## config.mk

```make
export PLATFORM = sky130hd
export DESIGN_NAME = uram_stream_reader_flat
export DESIGN_NICKNAME = d
export VERILOG_FILES = /design/src/rtl/uram_stream_reader_if.sv /design/src/rtl/uram_stream_reader.sv /design/src/flat_wrapper.sv
export SDC_FILE = /design/constraint.sdc
export NUM_CORES = 1
export LEC_CHECK = 0
export ABC_AREA = 1
export BUFFER_PORTS_ARGS = -buffer_cell sky130_fd_sc_hd__buf_2
export CAP_MARGIN = 10
export CORE_MARGIN = 1
export CORE_UTILIZATION = 54
export CTS_BUF_LIST = sky130_fd_sc_hd__clkbuf_4 sky130_fd_sc_hd__clkbuf_8
export CTS_CLUSTER_SIZE = 25
export DETAILED_ROUTE_END_ITERATION = 16
export PLACE_DENSITY = 0.79
export SYNTH_ARGS = -nofsm -noshare
export SYNTH_HDL_FRONTEND = slang
export SYNTH_SLANG_ARGS = --single-unit
```

## constraint.sdc

```tcl
create_clock -name clock -period 2.3 [get_ports clock]
set_input_delay 0.23 -clock clock [delete_from_list [all_inputs] [get_ports clock]]
set_output_delay 0.23 -clock clock [all_outputs]
set_load 0.01 [all_outputs]
```

## src/rtl/uram_stream_reader_if.sv

```systemverilog
// Valid/ready word stream out of the URAM reader.
// master drives valid/data/last, slave drives ready.
interface uram_stream_reader_if;
  logic        valid;
  logic        ready;
  logic [15:0] data;
  logic        last;

  modport master (
    output valid,
    output data,
    output last,
    input  ready
  );

  modport slave (
    input  valid,
    input  data,
    input  last,
    output ready
  );
endinterface

```

## src/rtl/uram_stream_reader.sv

```systemverilog
// Burst reader: one read per cycle into a credit-checked FIFO.
// Ports: clock/reset_n, start/base_addr/length cmd, busy/done,
// mem_raddr/mem_rdata memory port, stream valid/ready output.
module uram_stream_reader #(
  parameter int ADDRESS_WIDTH = 14,
  parameter int READ_LATENCY  = 2,
  parameter int FIFO_DEPTH    = 4
) (
  input  logic                     clock,
  input  logic                     reset_n,
  input  logic                     start,
  input  logic [ADDRESS_WIDTH-1:0] base_addr,
  input  logic [ADDRESS_WIDTH:0]   length,
  output logic                     busy,
  output logic                     done,
  output logic [ADDRESS_WIDTH-1:0] mem_raddr,
  input  logic [15:0]              mem_rdata,
  uram_stream_reader_if.master     stream
);

  localparam int AW = ADDRESS_WIDTH;
  localparam int RL = READ_LATENCY;
  localparam int PW = (FIFO_DEPTH > 1) ?
                      $clog2(FIFO_DEPTH) : 1;
  localparam int CW = $clog2(FIFO_DEPTH + 1);
  localparam int OW = $clog2(FIFO_DEPTH + RL + 1);
  localparam logic [AW:0] ONE = 1;

  typedef enum logic [1:0] {
    IDLE,
    ISSUE,
    DRAIN
  } state_t;

  state_t          state_q;
  state_t          state_d;
  logic [AW-1:0]   addr_q;
  logic [AW:0]     rem_q;
  logic [RL-1:0]   fly_q;
  logic [RL-1:0]   fly_last_q;
  logic [16:0]     fifo_q [FIFO_DEPTH];
  logic [PW-1:0]   wr_q;
  logic [PW-1:0]   rd_q;
  logic [CW-1:0]   cnt_q;
  logic            done_q;

  logic            fire;
  logic            push;
  logic            pop;
  logic            head_last;
  logic            zero_cmd;
  logic [OW-1:0]   infl;
  logic [OW-1:0]   occ;

  function automatic logic [PW-1:0] nxt(
    input logic [PW-1:0] p
  );
    return (p == PW'(FIFO_DEPTH - 1)) ?
           '0 : p + PW'(1);
  endfunction

  assign push         = fly_q[RL-1];
  assign pop          = stream.valid & stream.ready;
  assign head_last    = fifo_q[rd_q][16];
  assign stream.valid = (cnt_q != '0);
  assign stream.data  = stream.valid ?
                        fifo_q[rd_q][15:0] : '0;
  assign stream.last  = stream.valid & head_last;
  assign busy         = (state_q != IDLE);
  assign done         = done_q;
  assign mem_raddr    = addr_q;

  // Occupancy after this edge if nothing new fires:
  // reads still in the memory pipe plus buffered words.
  always_comb begin
    infl = '0;
    for (int i = 0; i < RL; i++)
      infl = infl + OW'(fly_q[i]);
    occ = infl + OW'(cnt_q) - OW'(pop);
  end

  always_comb begin
    state_d  = state_q;
    fire     = 1'b0;
    zero_cmd = 1'b0;
    case (state_q)
      IDLE: begin
        if (start) begin
          if (length == '0)
            zero_cmd = 1'b1;
          else
            state_d = ISSUE;
        end
      end
      ISSUE: begin
        if (occ < OW'(FIFO_DEPTH)) begin
          fire = 1'b1;
          if (rem_q == ONE)
            state_d = DRAIN;
        end
      end
      DRAIN: begin
        if (pop && head_last)
          state_d = IDLE;
      end
      default: state_d = IDLE;
    endcase
  end

  always_ff @(posedge clock) begin
    if (!reset_n) begin
      state_q    <= IDLE;
      addr_q     <= '0;
      rem_q      <= '0;
      fly_q      <= '0;
      fly_last_q <= '0;
      wr_q       <= '0;
      rd_q       <= '0;
      cnt_q      <= '0;
      done_q     <= 1'b0;
      for (int i = 0; i < FIFO_DEPTH; i++)
        fifo_q[i] <= '0;
    end else begin
      state_q <= state_d;
      done_q  <= zero_cmd |
                 ((state_q == DRAIN) & pop & head_last);

      if (state_q == IDLE && state_d == ISSUE) begin
        addr_q <= base_addr;
        rem_q  <= length;
      end else if (fire) begin
        addr_q <= addr_q + AW'(1);
        rem_q  <= rem_q - ONE;
      end

      // The last flag rides with its read through the pipe.
      fly_q[0]      <= fire;
      fly_last_q[0] <= fire && (rem_q == ONE);
      for (int i = 1; i < RL; i++) begin
        fly_q[i]      <= fly_q[i-1];
        fly_last_q[i] <= fly_last_q[i-1];
      end

      if (push) begin
        fifo_q[wr_q] <= {fly_last_q[RL-1], mem_rdata};
        wr_q         <= nxt(wr_q);
      end
      if (pop)
        rd_q <= nxt(rd_q);
      cnt_q <= cnt_q + CW'(push) - CW'(pop);
    end
  end

endmodule

```

## src/flat_wrapper.sv

```systemverilog
// flat-port wrapper written by rule: the top's interface ports become plain ports
module uram_stream_reader_flat 
#(
  parameter int ADDRESS_WIDTH = 14,
  parameter int READ_LATENCY  = 2,
  parameter int FIFO_DEPTH    = 4
)
  (clock, reset_n, start, base_addr, length, busy, done, mem_raddr, mem_rdata, stream_valid, stream_data, stream_last, stream_ready);
  uram_stream_reader_if stream_i ();
  input  logic clock;
  input  logic reset_n;
  input  logic start;
  input  logic [ADDRESS_WIDTH-1:0] base_addr;
  input  logic [ADDRESS_WIDTH:0] length;
  output logic busy;
  output logic done;
  output logic [ADDRESS_WIDTH-1:0] mem_raddr;
  input  logic [15:0] mem_rdata;
  output wire logic [$bits(stream_i.valid)-1:0] stream_valid;
  output wire logic [$bits(stream_i.data)-1:0] stream_data;
  output wire logic [$bits(stream_i.last)-1:0] stream_last;
  input wire logic [$bits(stream_i.ready)-1:0] stream_ready;
  assign stream_valid = stream_i.valid;
  assign stream_data = stream_i.data;
  assign stream_last = stream_i.last;
  assign stream_i.ready = stream_ready;
  uram_stream_reader #(.ADDRESS_WIDTH(ADDRESS_WIDTH), .READ_LATENCY(READ_LATENCY), .FIFO_DEPTH(FIFO_DEPTH)) u_core (.clock(clock), .reset_n(reset_n), .start(start), .base_addr(base_addr), .length(length), .busy(busy), .done(done), .mem_raddr(mem_raddr), .mem_rdata(mem_rdata), .stream(stream_i));
endmodule
```

== Word-level counts from Yosys, hierarchy flattened ==
Memories as Yosys holds them, arrays and structs flattened. A register that Yosys moved wholly into a read port is not among the register bits.
Index checks and enable logic that the tools add are counted.

* Multipliers: 0
* Add/subtract/negate cells: 9
* Divide/modulo/power cells: 0
* Order comparisons: 1
* Equality and inequality tests: 6
* Bitwise operators: 5
* Shifts and indexed selects: 0
* Multiplexer cells: 27
* Reduce and logical (&&, ||, !) cells: 9

{| class="wikitable"
|+ Operators with widths
! cell !! count
|-
| 2-to-1 mux 15 bit || 2
|-
| 2-to-1 mux 14 bit || 2
|-
| 2-to-1 mux 2 bit || 10
|-
| 2-to-1 mux 17 bit || 1
|-
| OR reduction 17 bit || 1
|-
| 2-to-1 mux 16 bit || 1
|-
| equality test 15 x 1 -> 1 bit (second input constant) || 1
|-
| zero test 15 bit || 1
|-
| subtractor 15 x 1 -> 15 bit (second input constant) || 1
|-
| adder 14 x 1 -> 14 bit (second input constant) || 1
|-
| 2-to-1 mux 1 bit || 10
|-
| equality test 2 bit (second input constant) || 3
|-
| case mux 2 bit (3 select lines) || 1
|-
| subtractor 3 x 1 -> 3 bit || 2
|-
| adder 2 x 1 -> 2 bit (second input constant) || 2
|-
| bitwise AND 1 bit || 4
|-
| equality test 2 x 1 -> 1 bit (second input constant) || 2
|-
| nonzero test 2 bit || 2
|-
| adder 3 x 1 -> 3 bit || 1
|-
| adder 3 bit || 1
|-
| logical AND 1 bit || 3
|-
| < comparator 3 bit (second input constant) || 1
|-
| nonzero test 3 bit || 1
|-
| adder 1 x 1 -> 2 bit || 1
|-
| other kinds (2) || 2
|}

* Output and inout bits: 34
* Input bits: 49
* ROM bits: 0
* Memories kept: 1
* Logic and storage cells: 67
* Flip-flop bits (word level): 43
* Memory bits (writable): 68
* Latch bits: 0

{| class="wikitable"
|+ Memories
! name !! words !! width !! read ports !! clocked after memory_dff !! wr ports !! RTL line !! text
|-
| u_core.fifo_q || 4 || 17 || 1 || 1 || 4 || uram_stream_reader.sv:41 || <nowiki>logic [16:0] fifo_q [FIFO_DEPTH];</nowiki>
|}

== Logic depth before layout (Yosys ltp) ==
* Word-level depth: 9
* Mapped depth: 15

== Worst setup path before layout ==
No wires, ideal clock.

* Path kind: input to register
* From: input port reset_n
* To: memory u_core.fifo_q[3][0] (enable)
* Data arrival time: 2.015 ns
* Stages on the path: 4
* Setup time: 0.416 ns
* Buffers on the path: 1
* Setup slack: -0.132 ns
* Cells stage by stage: buf_2 > nand2_1 > nor2_1 > nor3b_1

{| class="wikitable"
|+ RTL lines
! what !! RTL line !! text
|-
| start: declaration || flat_wrapper.sv:11 || <nowiki>input logic reset_n;</nowiki>
|-
| end: declaration || uram_stream_reader.sv:41 ||
|}

== Worst setup path after layout ==
* From: register u_core.cnt_q[1]
* To: register u_core.cnt_q[2]

* Longest elaborated chain between the ends: 3

{| class="wikitable"
|+ Ends and longest elaborated chain
! what !! RTL line !! text
|-
| start: declaration || uram_stream_reader.sv:44 || <nowiki>logic [CW-1:0] cnt_q;</nowiki>
|-
| start signal: assignment || uram_stream_reader.sv:150 || <nowiki>cnt_q <= cnt_q + CW'(push) - CW'(pop);</nowiki>
|-
| branches (longest 2 deep; another with adder 3 x 1 -> 3 bit) || n/a ||
|-
| subtractor 3 x 1 -> 3 bit (*) || uram_stream_reader.sv:150 ||
|}

Mark *: on every way between the ends.
A chain may end at the register's enable or synchronous reset.

==> run_results.csv <==
group,metric,value,unit
outcome,run_status,"completed",
critical_path,path_class,"flop to flop",
yosys,syn_avg_cell_area,8.00,sq um
cells_and_area,register_area,0.00294,sq mm
critical_path,start_kind,"flop",
cells_and_area,multi_input_area,0.00250,sq mm
yosys,synth_warnings,0,
critical_path,critPathBufInv,3,
critical_path,critPathCaptureType,"flop",
floorplan,die_h,106,microns
cells_and_area,antennaDiodeCount,0,
drt,drt_wl_total,13900,microns
yosys,syn-num-nets,791,
yosys,ys_ff_latch,113,
drt,via_count,5171,
yosys,netlist_instances,732,
critical_path,worst_ep_required_time,2.61,ns
power,powerDensity,1040,mW/mm^2
placed_design,dpl.hpwl,9330,microns
grt,grt_use_total,0.263,
placed_design,routabilityCongestion,0.875,
timing,fmax,477,MHz
critical_path,path_max_fanout,3,
clock_network,cts_buffers,17,
timing,tns,0,ns
timing,worst_slew_pin_slew,1.02,ns
cells_and_area,nFillCells,852,
min_path,hold_path.class,"input pin to flop",
floorplan,dieArea,0.0113,sq mm
timing,period_minus_slack,2.10,ns
clock_network,clock_sinks,113,
grt,grt_pass1_vias,5129,
clock_network,cts_tree,"built",
job,drv_cap,0,
placed_design,portBuffers,82,
critical_path,regToRegSetupSlack,0.20,ns
critical_path,critPathSlowestCell,"dfxtp_1",
clock_network,clk_pin_slew,0.07,ns
timing,whs,0.105,ns
yosys,ys.flop_type,"edfxtp_1",
yosys,synth_area,0.00586,sq mm
floorplan,num_rows,37,
yosys,async_flop_share,0,
drt,drt_iter0_drc,393,
clock_network,clk_path_buf_depth,2,
timing,skew,0.0105,ns
timing,min_period_over_period,0.911,
drt,antenna_left,0,
yosys,synth_cell_type_count,40,
yosys,yosysSeqAreaShare,0.502,
floorplan,core_area,0.0104,sq mm
drt,wl_per_cell,14.3,microns
timing,slew_headroom,0.319,
clock_network,postCtsSetupRepairBufs,0,
timing,slew_violations,0,
cells_and_area,layout_commonest_cell,"nor2_1",
cells_and_area,syn2layout_area_growth,17.8,%
critical_path,cp_top_family,"adder cells",
yosys,synth_edf_count,68,
timing,setup_violations,0,
grt,grt_pass1_wl,23100,microns
cells_and_area,drive_gt1_frac,0.185,
floorplan,initial_core_util,0.562,
cells_and_area,nets,880,
grt,grt_start_max_net_pins,49,
power,p_leak,3.16,nW
power,vdd_drop_max,0.582,mV
critical_path,crit_chain,"inv_1, nand2_2, clkinv_1, nor2_1, xor2_1, ha_1, inv_1, fa_1, xor2_1, o21ai_0, a21oi_1",
timing,finalHoldViolations,0,
drt,firstDrtPassIters,5,
drt,remaining_drc_errors,0,
clock_network,root_buffer,"clkbuf_8",
floorplan,ios,83,
critical_path,arrival,2.41,ns
grt,grt_overflow,0,
clock_network,cts.htree.levels,4,
timing,rsz0062_at_grt,"no",
clock_network,clk_latency,0.43,ns
drt,avgViaCountPerCell,5.33,
floorplan,die_w,106,microns
grt,antenna_found_initial,0,
critical_path,slowest_delay,0.39,ns
cells_and_area,final_cell_mix,"208 x nor2_1, 103 x nand2_1, 82 x buf_2, 68 x edfxtp_1, 62 x inv_1",
[final timing paths]
kind,end,startpoint,depth (start not counted)
worst min register to register,u_core.fly_last_q[1]$_SDFF_PN0_,u_core.fly_last_q[0]$_SDFF_PN0_,2
worst min-delay path,u_core.mem_raddr[10]$_SDFFE_PN0P_,base_addr[10],5
worst max register to register,u_core.cnt_q[2]$_SDFF_PN0_,u_core.cnt_q[1]$_SDFF_PN0_,11
worst max-delay path,u_core.cnt_q[2]$_SDFF_PN0_,u_core.cnt_q[1]$_SDFF_PN0_,11
[routing by layer]
layer / up-vias / part of all wire / GRT usage / routed length, microns
li1: 2551 / - / - / -
met1: 2394 / 0.40 / 0.295 / 5530
met2: 207 / 0.52 / 0.473 / 7170
met3: 19 / 0.074 / 0.0656 / 1030
met4: 0 / 0.014 / 0.111 / 197
met5: - / 0 / 0 / 0
[synth_stat cells (2+ instances only)]
library cell | n | area share
o21ai_0 | 45 | 0.038
xnor2_1 | 6 | 0.0090
nand3_1 | 32 | 0.027
buf_6 | 5 | 0.0096
inv_1 | 62 | 0.040
o21bai_1 | 8 | 0.010
clkbuf_1 | 13 | 0.0083
ha_1 | 9 | 0.019
nand2_1 | 104 | 0.067
nand3b_1 | 4 | 0.0051
edfxtp_1 | 68 | 0.35
dfxtp_1 | 45 | 0.15
nand2_2 | 2 | 0.0021
buf_1 | 2 | 0.0013
nand3_2 | 2 | 0.0034
nor2_2 | 4 | 0.0043
nor2_1 | 208 | 0.13
o21ai_1 | 13 | 0.011
xor2_1 | 16 | 0.024
or2_2 | 2 | 0.0021
o211a_1 | 2 | 0.0034
a21oi_1 | 40 | 0.034
buf_2 | 13 | 0.011
clkinv_1 | 2 | 0.0013
nor3_1 | 10 | 0.0085
[per-stage QoR]
| stage | setup slack [ns] | instance area [sq um] | util | std cells | total power [W] |
|---|---|---|---|---|---|
| floorplan | 0.118 | 5860 | - | 732 | 0.00431 |
| global placement | 0.257 | 6430 | 0.618 | 938 | 0.00493 |
| detailed placement | 0.177 | 6430 | 0.618 | 938 | 0.00506 |
| CTS | 0.112 | 6890 | 0.662 | 970 | 0.00721 |
| global route | 0.0161 | 6900 | 0.663 | 970 | 0.00765 |
| finish | 0.204 | 6900 | 0.663 | 970 | 0.00720 |
[area by class of cell]
cell class                 instances  area share
tap                              136      0.0247
clock inverter                    13      0.0303
timing repair buffer             104      0.0852
clock buffer                      19      0.0361
inverter                          65      0.0354
sequential                       113       0.426
multi-input combinational        520       0.362
[worst reg2reg max path, stage by stage (launching register included)]
cell and delay, ns:
dfxtp_1 0.39, inv_1 0.09, nand2_2 0.10, clkinv_1 0.09, nor2_1 0.17, xor2_1 0.18, ha_1 0.17, inv_1 0.05
fa_1 0.37, xor2_1 0.16, o21ai_0 0.17, a21oi_1 0.06
[where the power goes]
part / leakage, nW / total [W] / internal, W / switching, W
Combinational: 1.86 / 0.00243 / 0.000909 / 0.00152
Clock: 0.224 / 0.00214 / 0.00132 / 0.000826
Sequential: 1.07 / 0.00263 / 0.00242 / 0.000215
Total: 3.16 / 0.00720 / 0.00465 / 0.00256
[cells by family after synthesis]
| kind of cell | synth area share |
|---|---|
| AND/OR/NAND/NOR | 0.263 |
| flip-flops | 0.502 |
| XOR/XNOR | 0.0329 |
| adder cells (fa/ha/maj) | 0.0226 |
| buffers and inverters | 0.0733 |
| AO/OA/AOI/OAI | 0.106 |
[state kept, by name, summed over array words and instances (netlist names), named ones only]
name               flops
u_core.fifo_q         68
u_core.rem_q          15
u_core.mem_raddr      14
u_core.cnt_q           3
u_core.fly_last_q      2
u_core.fly_q           2
u_core.rd_q            2
u_core.state_q         2
u_core.wr_q            2
u_core.done            1
[what timing repair did]
action	in CTS	in global routing
setup endpoints to repair	0	2
hold buffers	0	0
resized for setup	0	2
hold endpoints to repair	0	0
No activity file was read; power rests on OpenSTA's default activity.
